[src/rtl/fir_err_monitor.sv]
// Error-statistics collector for (approximate, accurate) FIR result pairs.
// Counts mismatches, accumulates signed error and |accurate|, tracks max |error| over a programmed run.
module fir_err_monitor #(
    parameter int DATA_W     = 32,
    parameter int ER_THRESH1 = 8,
    parameter int CNT_W      = 32,
    parameter int ACC_W      = 64
) (
    input  logic              clk,
    input  logic              rst,
    input  logic              start,
    input  logic [CNT_W-1:0]  test_len,
    input  logic              in_valid,
    output logic              in_ready,
    input  logic [DATA_W-1:0] appr,
    input  logic [DATA_W-1:0] accu,
    output logic              busy,
    output logic              done,
    output logic [CNT_W-1:0]  sample_cnt,
    output logic [CNT_W-1:0]  n_err0,
    output logic [CNT_W-1:0]  n_err1,
    output logic [ACC_W-1:0]  err_sum,
    output logic [DATA_W:0]   abs_err_max,
    output logic [ACC_W-1:0]  res_abs_sum,
    output logic              acc_ovf
);

    typedef enum logic [1:0] {
        ST_IDLE  = 2'd0,
        ST_RUN   = 2'd1,
        ST_DRAIN = 2'd2,
        ST_DONE  = 2'd3
    } state_t;

    localparam logic [CNT_W-1:0]  CNT_ONE  = CNT_W'(1);
    localparam logic [CNT_W-1:0]  CNT_ZERO = {CNT_W{1'b0}};
    localparam logic [DATA_W:0]   X_ONE    = (DATA_W + 1)'(1);
    localparam logic [DATA_W:0]   X_ZERO   = {(DATA_W + 1){1'b0}};
    localparam logic [ACC_W-1:0]  ACC_ZERO = {ACC_W{1'b0}};
    localparam logic [ACC_W-1:0]  ES_MAX   = {1'b0, {(ACC_W - 1){1'b1}}};
    localparam logic [ACC_W-1:0]  ES_MIN   = {1'b1, {(ACC_W - 1){1'b0}}};
    localparam logic [ACC_W-1:0]  RS_MAX   = {ACC_W{1'b1}};

    state_t             state_q, state_d;
    logic               in_ready_q, in_ready_d;
    logic               busy_q, busy_d;
    logic               done_q, done_d;
    logic [CNT_W-1:0]   len_q, len_d;
    logic [CNT_W-1:0]   sample_cnt_q, sample_cnt_d;

    logic               s1_valid_q, s1_valid_d;
    logic [DATA_W:0]    s1_e_q, s1_e_d;
    logic [DATA_W:0]    s1_abs_e_q, s1_abs_e_d;
    logic [DATA_W:0]    s1_abs_accu_q, s1_abs_accu_d;
    logic               s1_ne0_q, s1_ne0_d;
    logic               s1_ne1_q, s1_ne1_d;

    logic [CNT_W-1:0]   n_err0_q, n_err0_d;
    logic [CNT_W-1:0]   n_err1_q, n_err1_d;
    logic [ACC_W-1:0]   err_sum_q, err_sum_d;
    logic [DATA_W:0]    abs_err_max_q, abs_err_max_d;
    logic [ACC_W-1:0]   res_abs_sum_q, res_abs_sum_d;
    logic               acc_ovf_q, acc_ovf_d;

    logic               transfer_s;
    logic               last_s;
    logic               clear_s;
    logic [DATA_W:0]    appr_x_s;
    logic [DATA_W:0]    accu_x_s;
    logic [DATA_W:0]    e_s;
    logic [ACC_W:0]     es_ext_s;
    logic               es_ovf_s;
    logic [ACC_W-1:0]   es_sat_s;
    logic [ACC_W:0]     rs_ext_s;
    logic               rs_ovf_s;
    logic [ACC_W-1:0]   rs_sat_s;

    // Run control: start handling, last-sample detection and drain-to-done sequencing.
    always_comb begin
        state_d    = state_q;
        len_d      = len_q;
        clear_s    = 1'b0;
        transfer_s = in_valid & in_ready_q;
        last_s     = transfer_s & ((sample_cnt_q + CNT_ONE) == len_q);
        case (state_q)
            ST_IDLE, ST_DONE: begin
                if (start) begin
                    clear_s = 1'b1;
                    len_d   = test_len;
                    if (test_len == CNT_ZERO) begin
                        state_d = ST_DONE;
                    end else begin
                        state_d = ST_RUN;
                    end
                end else begin
                    state_d = state_q;
                end
            end
            ST_RUN: begin
                if (last_s) begin
                    state_d = ST_DRAIN;
                end else begin
                    state_d = ST_RUN;
                end
            end
            ST_DRAIN: begin
                // S2 of the final pair happens on the edge where S1 empties.
                if (!s1_valid_q) begin
                    state_d = ST_DONE;
                end else begin
                    state_d = ST_DRAIN;
                end
            end
            default: begin
                state_d = ST_IDLE;
            end
        endcase
        in_ready_d = (state_d == ST_RUN);
        busy_d     = (state_d == ST_RUN) || (state_d == ST_DRAIN);
        done_d     = (state_d == ST_DONE);
    end

    // Stage 1: widen by one bit so the difference and both magnitudes never overflow.
    always_comb begin
        appr_x_s      = {appr[DATA_W-1], appr};
        accu_x_s      = {accu[DATA_W-1], accu};
        e_s           = appr_x_s - accu_x_s;
        s1_valid_d    = transfer_s;
        s1_e_d        = s1_e_q;
        s1_abs_e_d    = s1_abs_e_q;
        s1_abs_accu_d = s1_abs_accu_q;
        s1_ne0_d      = s1_ne0_q;
        s1_ne1_d      = s1_ne1_q;
        sample_cnt_d  = sample_cnt_q;
        if (clear_s) begin
            sample_cnt_d = CNT_ZERO;
        end else if (transfer_s) begin
            sample_cnt_d  = sample_cnt_q + CNT_ONE;
            s1_e_d        = e_s;
            s1_abs_e_d    = e_s[DATA_W] ? (~e_s + X_ONE) : e_s;
            s1_abs_accu_d = accu_x_s[DATA_W] ? (~accu_x_s + X_ONE) : accu_x_s;
            s1_ne0_d      = (appr != accu);
            s1_ne1_d      = (appr[DATA_W-1:ER_THRESH1] != accu[DATA_W-1:ER_THRESH1]);
        end else begin
            sample_cnt_d = sample_cnt_q;
        end
    end

    // Stage 2: saturating accumulation of the statistics.
    always_comb begin
        es_ext_s = {err_sum_q[ACC_W-1], err_sum_q}
                 + {{(ACC_W - DATA_W){s1_e_q[DATA_W]}}, s1_e_q};
        es_ovf_s = es_ext_s[ACC_W] ^ es_ext_s[ACC_W-1];
        if (es_ovf_s) begin
            es_sat_s = es_ext_s[ACC_W] ? ES_MIN : ES_MAX;
        end else begin
            es_sat_s = es_ext_s[ACC_W-1:0];
        end
        rs_ext_s = {1'b0, res_abs_sum_q} + {{(ACC_W - DATA_W){1'b0}}, s1_abs_accu_q};
        rs_ovf_s = rs_ext_s[ACC_W];
        if (rs_ovf_s) begin
            rs_sat_s = RS_MAX;
        end else begin
            rs_sat_s = rs_ext_s[ACC_W-1:0];
        end

        n_err0_d      = n_err0_q;
        n_err1_d      = n_err1_q;
        err_sum_d     = err_sum_q;
        abs_err_max_d = abs_err_max_q;
        res_abs_sum_d = res_abs_sum_q;
        acc_ovf_d     = acc_ovf_q;
        if (clear_s) begin
            n_err0_d      = CNT_ZERO;
            n_err1_d      = CNT_ZERO;
            err_sum_d     = ACC_ZERO;
            abs_err_max_d = X_ZERO;
            res_abs_sum_d = ACC_ZERO;
            acc_ovf_d     = 1'b0;
        end else if (s1_valid_q) begin
            n_err0_d      = n_err0_q + (s1_ne0_q ? CNT_ONE : CNT_ZERO);
            n_err1_d      = n_err1_q + (s1_ne1_q ? CNT_ONE : CNT_ZERO);
            err_sum_d     = es_sat_s;
            res_abs_sum_d = rs_sat_s;
            acc_ovf_d     = acc_ovf_q | es_ovf_s | rs_ovf_s;
            if (s1_abs_e_q > abs_err_max_q) begin
                abs_err_max_d = s1_abs_e_q;
            end else begin
                abs_err_max_d = abs_err_max_q;
            end
        end else begin
            acc_ovf_d = acc_ovf_q;
        end
    end

    // State, pipeline and statistics registers with synchronous reset.
    always_ff @(posedge clk) begin
        if (rst) begin
            state_q       <= ST_IDLE;
            in_ready_q    <= 1'b0;
            busy_q        <= 1'b0;
            done_q        <= 1'b0;
            len_q         <= CNT_ZERO;
            sample_cnt_q  <= CNT_ZERO;
            s1_valid_q    <= 1'b0;
            s1_e_q        <= X_ZERO;
            s1_abs_e_q    <= X_ZERO;
            s1_abs_accu_q <= X_ZERO;
            s1_ne0_q      <= 1'b0;
            s1_ne1_q      <= 1'b0;
            n_err0_q      <= CNT_ZERO;
            n_err1_q      <= CNT_ZERO;
            err_sum_q     <= ACC_ZERO;
            abs_err_max_q <= X_ZERO;
            res_abs_sum_q <= ACC_ZERO;
            acc_ovf_q     <= 1'b0;
        end else begin
            state_q       <= state_d;
            in_ready_q    <= in_ready_d;
            busy_q        <= busy_d;
            done_q        <= done_d;
            len_q         <= len_d;
            sample_cnt_q  <= sample_cnt_d;
            s1_valid_q    <= s1_valid_d;
            s1_e_q        <= s1_e_d;
            s1_abs_e_q    <= s1_abs_e_d;
            s1_abs_accu_q <= s1_abs_accu_d;
            s1_ne0_q      <= s1_ne0_d;
            s1_ne1_q      <= s1_ne1_d;
            n_err0_q      <= n_err0_d;
            n_err1_q      <= n_err1_d;
            err_sum_q     <= err_sum_d;
            abs_err_max_q <= abs_err_max_d;
            res_abs_sum_q <= res_abs_sum_d;
            acc_ovf_q     <= acc_ovf_d;
        end
    end

    assign in_ready    = in_ready_q;
    assign busy        = busy_q;
    assign done        = done_q;
    assign sample_cnt  = sample_cnt_q;
    assign n_err0      = n_err0_q;
    assign n_err1      = n_err1_q;
    assign err_sum     = err_sum_q;
    assign abs_err_max = abs_err_max_q;
    assign res_abs_sum = res_abs_sum_q;
    assign acc_ovf     = acc_ovf_q;

endmodule

[config.mk]
export PLATFORM = sky130hd
export DESIGN_NAME = fir_err_monitor
export DESIGN_NICKNAME = d
export VERILOG_FILES = /design/src/rtl/fir_err_monitor.sv
export SDC_FILE = /design/constraint.sdc
export NUM_CORES = 1
export LEC_CHECK = 0
export ABC_AREA = 1
export CAP_MARGIN = 0
export CORE_MARGIN = 2
export CORE_UTILIZATION = 53
export CTS_BUF_LIST = sky130_fd_sc_hd__clkbuf_4
export DETAILED_ROUTE_END_ITERATION = 10
export HOLD_SLACK_MARGIN = 0.08
export PLACE_DENSITY = 0.79
export RECOVER_POWER = 100
export SYNTH_ARGS = -nofsm -noshare
export SYNTH_HDL_FRONTEND = slang
export SYNTH_SLANG_ARGS = --single-unit
[constraint.sdc]
create_clock -name clk -period 3.13 [get_ports clk]
set_input_delay 0.4695 -clock clk [delete_from_list [all_inputs] [get_ports clk]]
set_output_delay 0.4695 -clock clk [all_outputs]
set_load 0.03 [all_outputs]
* Yosys cells after proc, flatten, opt, wreduce, memory -nomap -nowiden
Cells that the tools add are included.
** Storage, ports and cells
- Register bits after elaboration :: 397
** Operators by class
- Add/subtract/negate cells :: 8
- Order comparisons :: 1
- Equality and inequality tests :: 9
- Mux-type cells :: 14
- Bitwise logic cells :: 8
- Reduce and logical (&&, ||, !) cells :: 8
** Operators by type and width (count)
- 2-to-1 mux 64 bit :: 3
- adder 64 x 33 -> 65 bit :: 2
- adder 33 x 1 -> 33 bit (second input constant) :: 2
- 2-to-1 mux 33 bit :: 2
- inverter 33 bit :: 2
- adder 32 x 1 -> 32 bit :: 2
- greater-than comparator 33 bit :: 1
- subtractor 32 x 32 -> 33 bit :: 1
- adder 32 x 1 -> 32 bit (second input constant) :: 1
- equality test 32 bit :: 1
- logical NOT 32 bit :: 1
- != test 32 bit :: 1
- != test 24 bit :: 1
- equality test 2 bit (second input constant) :: 4
- 2-to-1 mux 2 bit :: 3
- one-hot mux 2 bit (3 select lines) :: 1
- AND reduction 2 bit :: 3
- 2-to-1 mux 1 bit :: 5
- equality test 2 x 1 -> 1 bit (second input constant) :: 2
- OR reduction 2 bit :: 2
- bitwise AND 1 bit :: 2
- logical NOT 2 bit :: 1
- bitwise OR 1 bit :: 2
- logical OR 1 bit :: 1
- 2 further kinds :: 2

* Depth between registers and ports, before layout
Gate-level depths: netlist of run 1.
- Depth in word-level cells :: 7
- Mapped depth :: 23
- Gate-level depth less buffers :: 23

* Worst setup path before layout of run 1
Ideal clock, no wire load.
- Path kind :: register to register
- Start point :: reg s1_e_q[32]
- End point :: reg err_sum_q[41] (netlist: err_sum[41])
- Arrival time :: 2.826 ns
- Required time :: 3.010 ns
- Setup slack :: 0.184 ns
- Stages on the path, launching flop included :: 14
- Cell sequence :: dfxtp_1 > ha_1 > a21o_1 > a21oi_1 > o21ai_0 > a21oi_1 > nor2_1 > nor2_1 > nand2_1 > nand2_1 > nand2_1 > a21oi_4 > buf_6 > a21oi_1
** On the way
- Cells in the longest elaborated chain, start to end :: 3
- Elaborated cells on any way between the ends :: 4
** Ends and longest elaborated chain
- start, declared :: RTL line 52 : logic [DATA_W:0] s1_e_q, s1_e_d;
- start signal, assigned :: RTL line 206 : s1_e_q <= X_ZERO;
- start signal, assigned :: RTL line 225 : s1_e_q <= s1_e_d;
- adder 64 x 33 -> 65 bit (*) :: RTL line 152 : + {{(ACC_W - DATA_W){s1_e_q[DATA_W]}}, s1_e_q};
- 2-to-1 mux 64 bit or XOR 1 bit (tied branches) :: RTL line 155, 153
- 2-to-1 mux 64 bit (*) :: RTL line 154 : if (es_ovf_s) begin
- end signal, assigned :: RTL line 232 : err_sum_q <= err_sum_d;
- end, declared :: RTL line 60 : logic [ACC_W-1:0] err_sum_q, err_sum_d;
Every way passes the cells marked *; elsewhere a longest branch is shown, timed or not.
A chain may end at the register's enable or synchronous reset.

* Worst setup path in the final report of run 1
- Start point :: reg s1_e_q[32]
- End point :: reg err_sum_q[34] (netlist: err_sum[34])
Same word-level chain as after synthesis.

==> metrics.cfg, run 1 <==
[detailed_routing]
detail-route-antenna-nets=0
avgRoutedWirePerCell_um=16.6
firstDrtPassIters=6
wl_um=102000
via_per_inst=5.45
drc=0
num_vias=33400
initialDrtViolationCount=2741

[placed_design]
place.gp.congestion=1.05
pre_cts_ws_ns=-0.319
io_buffers=360
place_hpwl_um=80200

[setup_path]
r2r-start=s1_e_q[32]
reg2reg_to=err_sum[34]
critical_path_class=flip-flop to flip-flop
cp.required_ns=3.88
cp_cell_sequence=buf_12, ha_1, inv_1, o21ai_0, nor2_1, o21ai_0, nand3_1, nand3_1, a21oi_2, clkbuf_4, nand3_1, nand2_1, a21oi_4, buf_12, clkbuf_16, a21oi_1
reg2regPathDepth=16
cp_max_fo=27
worstSetupEndpointType=flip-flop
worst_path_max_delay_cell=ha_1
cpMostUsedCell=nand3_1
rrSetupSlack_ns=0.13
slowest_delay_ns=0.38
crit_arrival_ns=3.75
cp-start-kind=flip-flop

[timing]
setup_slack_ns=0.127
rsz0062_at_grt=false
fmax_ghz=0.333
worstMarginPinSlew_ns=1.31
finalMaxSlewViolations=0
setup_viol=0
skew_ns=0.0669
finalHoldViolations=0
slew_headroom=0.130
post-route-period-util=0.960
min_period_ns=3.00

[clocking]
cts_root_buffer=clkbuf_4
htreeDepth=3
cts_tree=done
cts_sinks=396
hold_buffers=0
cts_made_buffers=105
clk_latency_ns=0.92
clk_pin_slew_worst_paths_ns=0.07
clk_path_buf_depth=3

[global_routing]
grt_first_pass_wirelength_um=160000
grt_max_degree=134
grt_pass1_vias=30900
track_usage=0.349
gr-total-overflow=0
antenna_found_initial=3

[synth]
synth_cell_type_count=58
ys_ff_latch=396
ys_top_cells_by_count=1,114 x nand2_1, 731 x inv_1, 586 x nor2_1
syn_area_sq_um=29100
synth.area.top_cells=dfxtp_1 27%, nand2_1 14%, inv_1 9.4%
dominantRegCellSynth=dfxtp_1
synth-edff-count=0
yosysWarningCount=0
synth_seq_area_share=0.272
synthMostInstantiatedCell=nand2_1
avgSynthCellArea_sq_um=6.13
yosys.area.top_type=dfxtp_1
synth_top_area_share=0.272
syn-num-nets=5030
syn_inst=4754
synthArstFlopShare=0

[pwr]
total_power_mw=16.9
power_density_nw_per_um2=462
p_leak_nw=17.8
peakVddDrop_v=0.000359

[floorplanning]
die_width_um=238
num_rows=85
dieArea_sq_um=56900
coreArea_sq_um=54100
fp.dieH_um=238
start_util=0.538
boundaryPins=361

[final_layout]
fin_util=0.677
drive_gt1_frac=0.0900
multiInputGateArea_sq_um=17900
final_nets=5635
fillers=5077
seqCellArea_sq_um=7930
syn_to_final_growth_pct=25.7

[hold_path]
hold_end=len_q[28]
min_from=test_len[28]
holdPathStages=3
hold_class=input pin to flip-flop

[run_status]
status=finished clean

[job]
cap_violations=0

[cells by family after synthesis]
group	share of synthesized area
compound gates	0.177
xor+xnor	0.0401
fa+ha+maj	0.0763
buf+inv	0.114
flops	0.272
simple gates	0.321
[routing by layer]
metal / vias to the layer above / GRT usage / part of all wire
met5: - / 0 / 0
met4: 0 / 0.139 / 0.039
met3: 230 / 0.0552 / 0.081
met2: 1302 / 0.574 / 0.45
met1: 15200 / 0.457 / 0.43
li1: 16700 / - / -
[report_power, final]
part / leakage, nW / switching (mW) / internal, mW / total (mW)
sequential: 3.21 / 0.491 / 5.58 / 6.07
combinational: 13.8 / 3.89 / 2.32 / 6.21
clock: 0.786 / 2.30 / 2.33 / 4.63
total: 17.8 / 6.68 / 10.2 / 16.9
[layout make-up]
| cell class | instances | area share |
|---|---|---|
| Sequential cell | 396 | 0.217 |
| Timing Repair Buffer | 622 | 0.158 |
| Clock buffer | 154 | 0.0316 |
| Inverter | 738 | 0.0757 |
| Tap cell | 696 | 0.0238 |
| Antenna cell | 1 | 0.0000683 |
| Clock inverter | 28 | 0.00447 |
| Multi-Input combinational cell | 3496 | 0.490 |
[flip-flops by register name, summed over array words and instances (netlist names), 2 cells and up]
name           count
err_sum           64
res_abs_sum       64
abs_err_max       33
s1_abs_accu_q     33
s1_e_q            33
len_q             32
n_err0            32
n_err1            32
s1_abs_e_q        32
sample_cnt        32
state_q            2
[worst max path at each step]
stage,start,endpoint,cells past startpoint
2_1_floorplan,s1_e_q[32],err_sum[41],13
3_3_place_gp,appr[0],s1_abs_e_q[27],19
3_5_place_dp,appr[0],s1_abs_e_q[27],22
4_1_cts,res_abs_sum[0],res_abs_sum[45],17
5_1_grt,res_abs_sum[10],res_abs_sum[36],16
6_report,s1_e_q[32],err_sum[34],16
[through the flow]
stage          cell area, sq um  hold WS [ns]  setup TNS, ns  cells
3_3_place_gp              35200         0.437          -4.72   5940
2_1_floorplan             29100         0.428              0   4754
3_5_place_dp              35200         0.441          -6.81   5940
6_report                  36600         0.231              0   6131
5_1_grt                   36600         0.211              0   6131
4_1_cts                   36500         0.170              0   6122
[repair_timing]
action | 4_1_cts | 5_1_grt
buffers inserted | 0 | 4
resized for setup | 0 | 30
setup endpoints to repair | 0 | 100
[worst max-delay path: cells and delay by family (launching register included)]
family	cells	cell delay, ns
compound gates	5	0.88
buf+inv	5	0.70
simple gates	5	0.56
fa+ha+maj	1	0.38
flops	1	0.33
[layout by cell type, fill, tap and decap left out, types with 26 or more instances in the layout]
cell type and instances:
nand4_1 46, xor2_1 98, clkdlybuf4s50_1 98, o21bai_1 26, nor4_1 42, nand3_1 290, nor2_1 583, dfxtp_1 393
inv_1 728, buf_4 232, o21ai_0 387, a31oi_1 32, nand2_1 1111, ha_1 170, clkbuf_4 157, nor3_1 97
a21oi_1 380, o211ai_1 38, dlygate4sd3_1 262, xnor2_1 30
Power figures use the tool's default switching activity.
==> run 2: changes to the inputs <==
CORE_MARGIN = not set   (was 2)
GPL_ROUTABILITY_DRIVEN = 0   (was not set)
SKIP_LAST_GASP = 1   (was not set)
==> run 2 against run 1 <==
Compared with the run above:
- combinational power is essentially flat
- via count hardly changed
- register-to-register slack about the same
- first-iteration DRC count up 9.6%
- non-clock buffer count is 17 lower
- hold slack worse by 0.0092 ns
- final cell count is essentially flat
- fmax is essentially flat
- design area is 0.19% lower
- largest cell class unchanged
- largest power group unchanged
==> metrics.cfg, run 2 (same netlist as run 1, synthesis figures left out) <==
[run_status]
status=finished clean

[timing]
min_period_ns=3.00  ; -0.000667 ns
post-route-period-util=0.959  ; about the same
slew_headroom=0.142  ; +0.0124
finalHoldViolations=0  ; unchanged
finalMaxSlewViolations=0  ; unchanged
rsz0062_at_grt=true
fmax_ghz=0.333  ; about the same
setup_tns_ns=0  ; unchanged
setup_viol=0  ; unchanged
worstMarginPinSlew_ns=1.29  ; -0.0187 ns
timing.hold.ws_ns=0.222  ; -0.00925 ns
skew_ns=0.0864  ; +0.0195 ns

[detailed_routing]
num_vias=33400  ; -0.072%
highest-signal-layer=met5
firstDrtPassIters=6  ; unchanged
wl_um=98300  ; -3.6%
avgRoutedWirePerCell_um=16.1  ; -3.6%
initialDrtViolationCount=3003  ; +9.6%
drc=0  ; unchanged
route.met3.wl_um=8900  ; +7.6%
routed-wl-met2_um=44400  ; -3.5%
detail-route-antenna-nets=0  ; unchanged
via_per_inst=5.45  ; about the same
wl_met1_um=40600  ; -7.5%

[setup_path]
cp.required_ns=3.87  ; about the same
cp_max_fo=33  ; +22%
cp_cell_sequence=buf_12, ha_1, nand2_1, inv_1, a21oi_1, o21ai_1, a21oi_1, inv_1, a21oi_2, nand2_1, nand2_1, nand2_1, a21oi_4, buf_12, clkbuf_16, a21oi_1
worstSetupEndpointType=flip-flop
critical_path_class=flip-flop to flip-flop
cpMostUsedCell=nand2_1
worst_path_max_delay_cell=dfxtp_1
cp-start-kind=flip-flop
slowest_delay_ns=0.36  ; -0.02 ns
crit_arrival_ns=3.74  ; about the same

[pwr]
power_density_nw_per_um2=466  ; +1.0%
p_leak_nw=16.8  ; -5.4%
total_power_mw=17.1  ; +0.81%
peakVddDrop_v=0.000398  ; +11%

[final_layout]
layout_commonest_cell=nand2_1
drive_gt1_frac=0.0881  ; -0.00189
syn_to_final_growth_pct=25.4
instances_no_fill=6127  ; -0.065%
final_cell_mix=1,110 x nand2_1, 728 x inv_1, 581 x nor2_1
final_nets=5620  ; -0.27%
fin_util=0.677  ; about the same

[clocking]
hold_buffers=0  ; unchanged
htreeDepth=3  ; unchanged
clk_path_buf_depth=3  ; unchanged
cts_made_buffers=107  ; +1.9%
clk_pin_slew_worst_paths_ns=0.07  ; about the same
clk_latency_ns=0.93  ; about the same
cts_sinks=396  ; unchanged
cts_tree=done
cts_root_buffer=clkbuf_4

[hold_path]
hold_class=input pin to flip-flop

[global_routing]
antenna_found_initial=4  ; +1
grt_first_pass_wirelength_um=155000  ; -2.9%
grt_max_degree=93  ; -31%
grt_pass1_vias=30900  ; +0.11%
track_usage=0.342  ; -0.00754
gr-total-overflow=0  ; unchanged

[floorplanning]
num_rows=85  ; unchanged
die_width_um=236  ; -0.84%
boundaryPins=361  ; unchanged
dieArea_sq_um=55900  ; -1.7%
coreArea_sq_um=54000  ; -0.20%
start_util=0.539  ; +0.00106
fp.dieH_um=236  ; -0.84%

[placed_design]
place_hpwl_um=76700  ; -4.4%
io_buffers=360  ; unchanged
placedCellCount=5926  ; -0.24%

[job]
cap_violations=0  ; unchanged

-- run 2: changes by cell type in the layout (fill, tap and decap cells not counted), moves of 5 or more --
cell	before	now
buf_4	232	223
clkdlybuf4s50_1	98	360
clkinv_2	4	9
dlygate4sd3_1	262	0
-- run 2: timing repair --
action	CTS	global route
setup buffers	0	1
gates resized for setup	0	24
setup endpoints to repair	0	75
-- run 2: per-layer routing --
layer / GRT usage / vias up
met5: 0 / -
met4: 0.157 / 2
met3: 0.0663 / 299
met2: 0.566 / 1441
met1: 0.427 / 15000
li1: - / 16700
-- run 2: final timing paths --
path	start	end	slack (ns)	cells past startpoint
max	s1_e_q[32]	err_sum[55]	0.13	16
min	test_len[28]	len_q[28]	0.22	3
max reg2reg	s1_e_q[32]	err_sum[55]	0.13	16
min reg2reg	s1_abs_accu_q[32]	s1_abs_accu_q[32]	0.45	2
-- run 2: through the flow --
step | area, sq um | setup WS (ns)
2_1_floorplan | 29100 | 0.184
3_3_place_gp | 35000 | -0.270
3_5_place_dp | 35000 | -0.336
4_1_cts | 36400 | 0.0291
5_1_grt | 36600 | -0.00904
6_report | 36600 | 0.127
-- run 2: worst max-delay path, delay by kind of cell, from the launching register on --
kind | cells | cell delay [ns]
AOI/OAI and AO/OA | 6 | 1.03
buffers and inverters | 5 | 0.68
DFF | 1 | 0.36
and+or+nand+nor | 4 | 0.42
adders and majority gates | 1 | 0.32
-- run 2: report_power, final --
group	switching [mW]	internal (mW)	total (mW)
Clock	2.31	2.42	4.73
Combinational	3.88	2.35	6.23
Sequential	0.508	5.58	6.09
-- run 2: cell type report --
cell class	instances	area, sq um
Inverter	738	2770
Clock inverter	38	231
Clock buffer	153	1150
Tap cell	696	871
Sequential cell	396	7930
Multi-Input combinational cell	3496	18000
Timing Repair Buffer	605	5620
Fill cell	4961	17500
Antenna cell	5	12.5
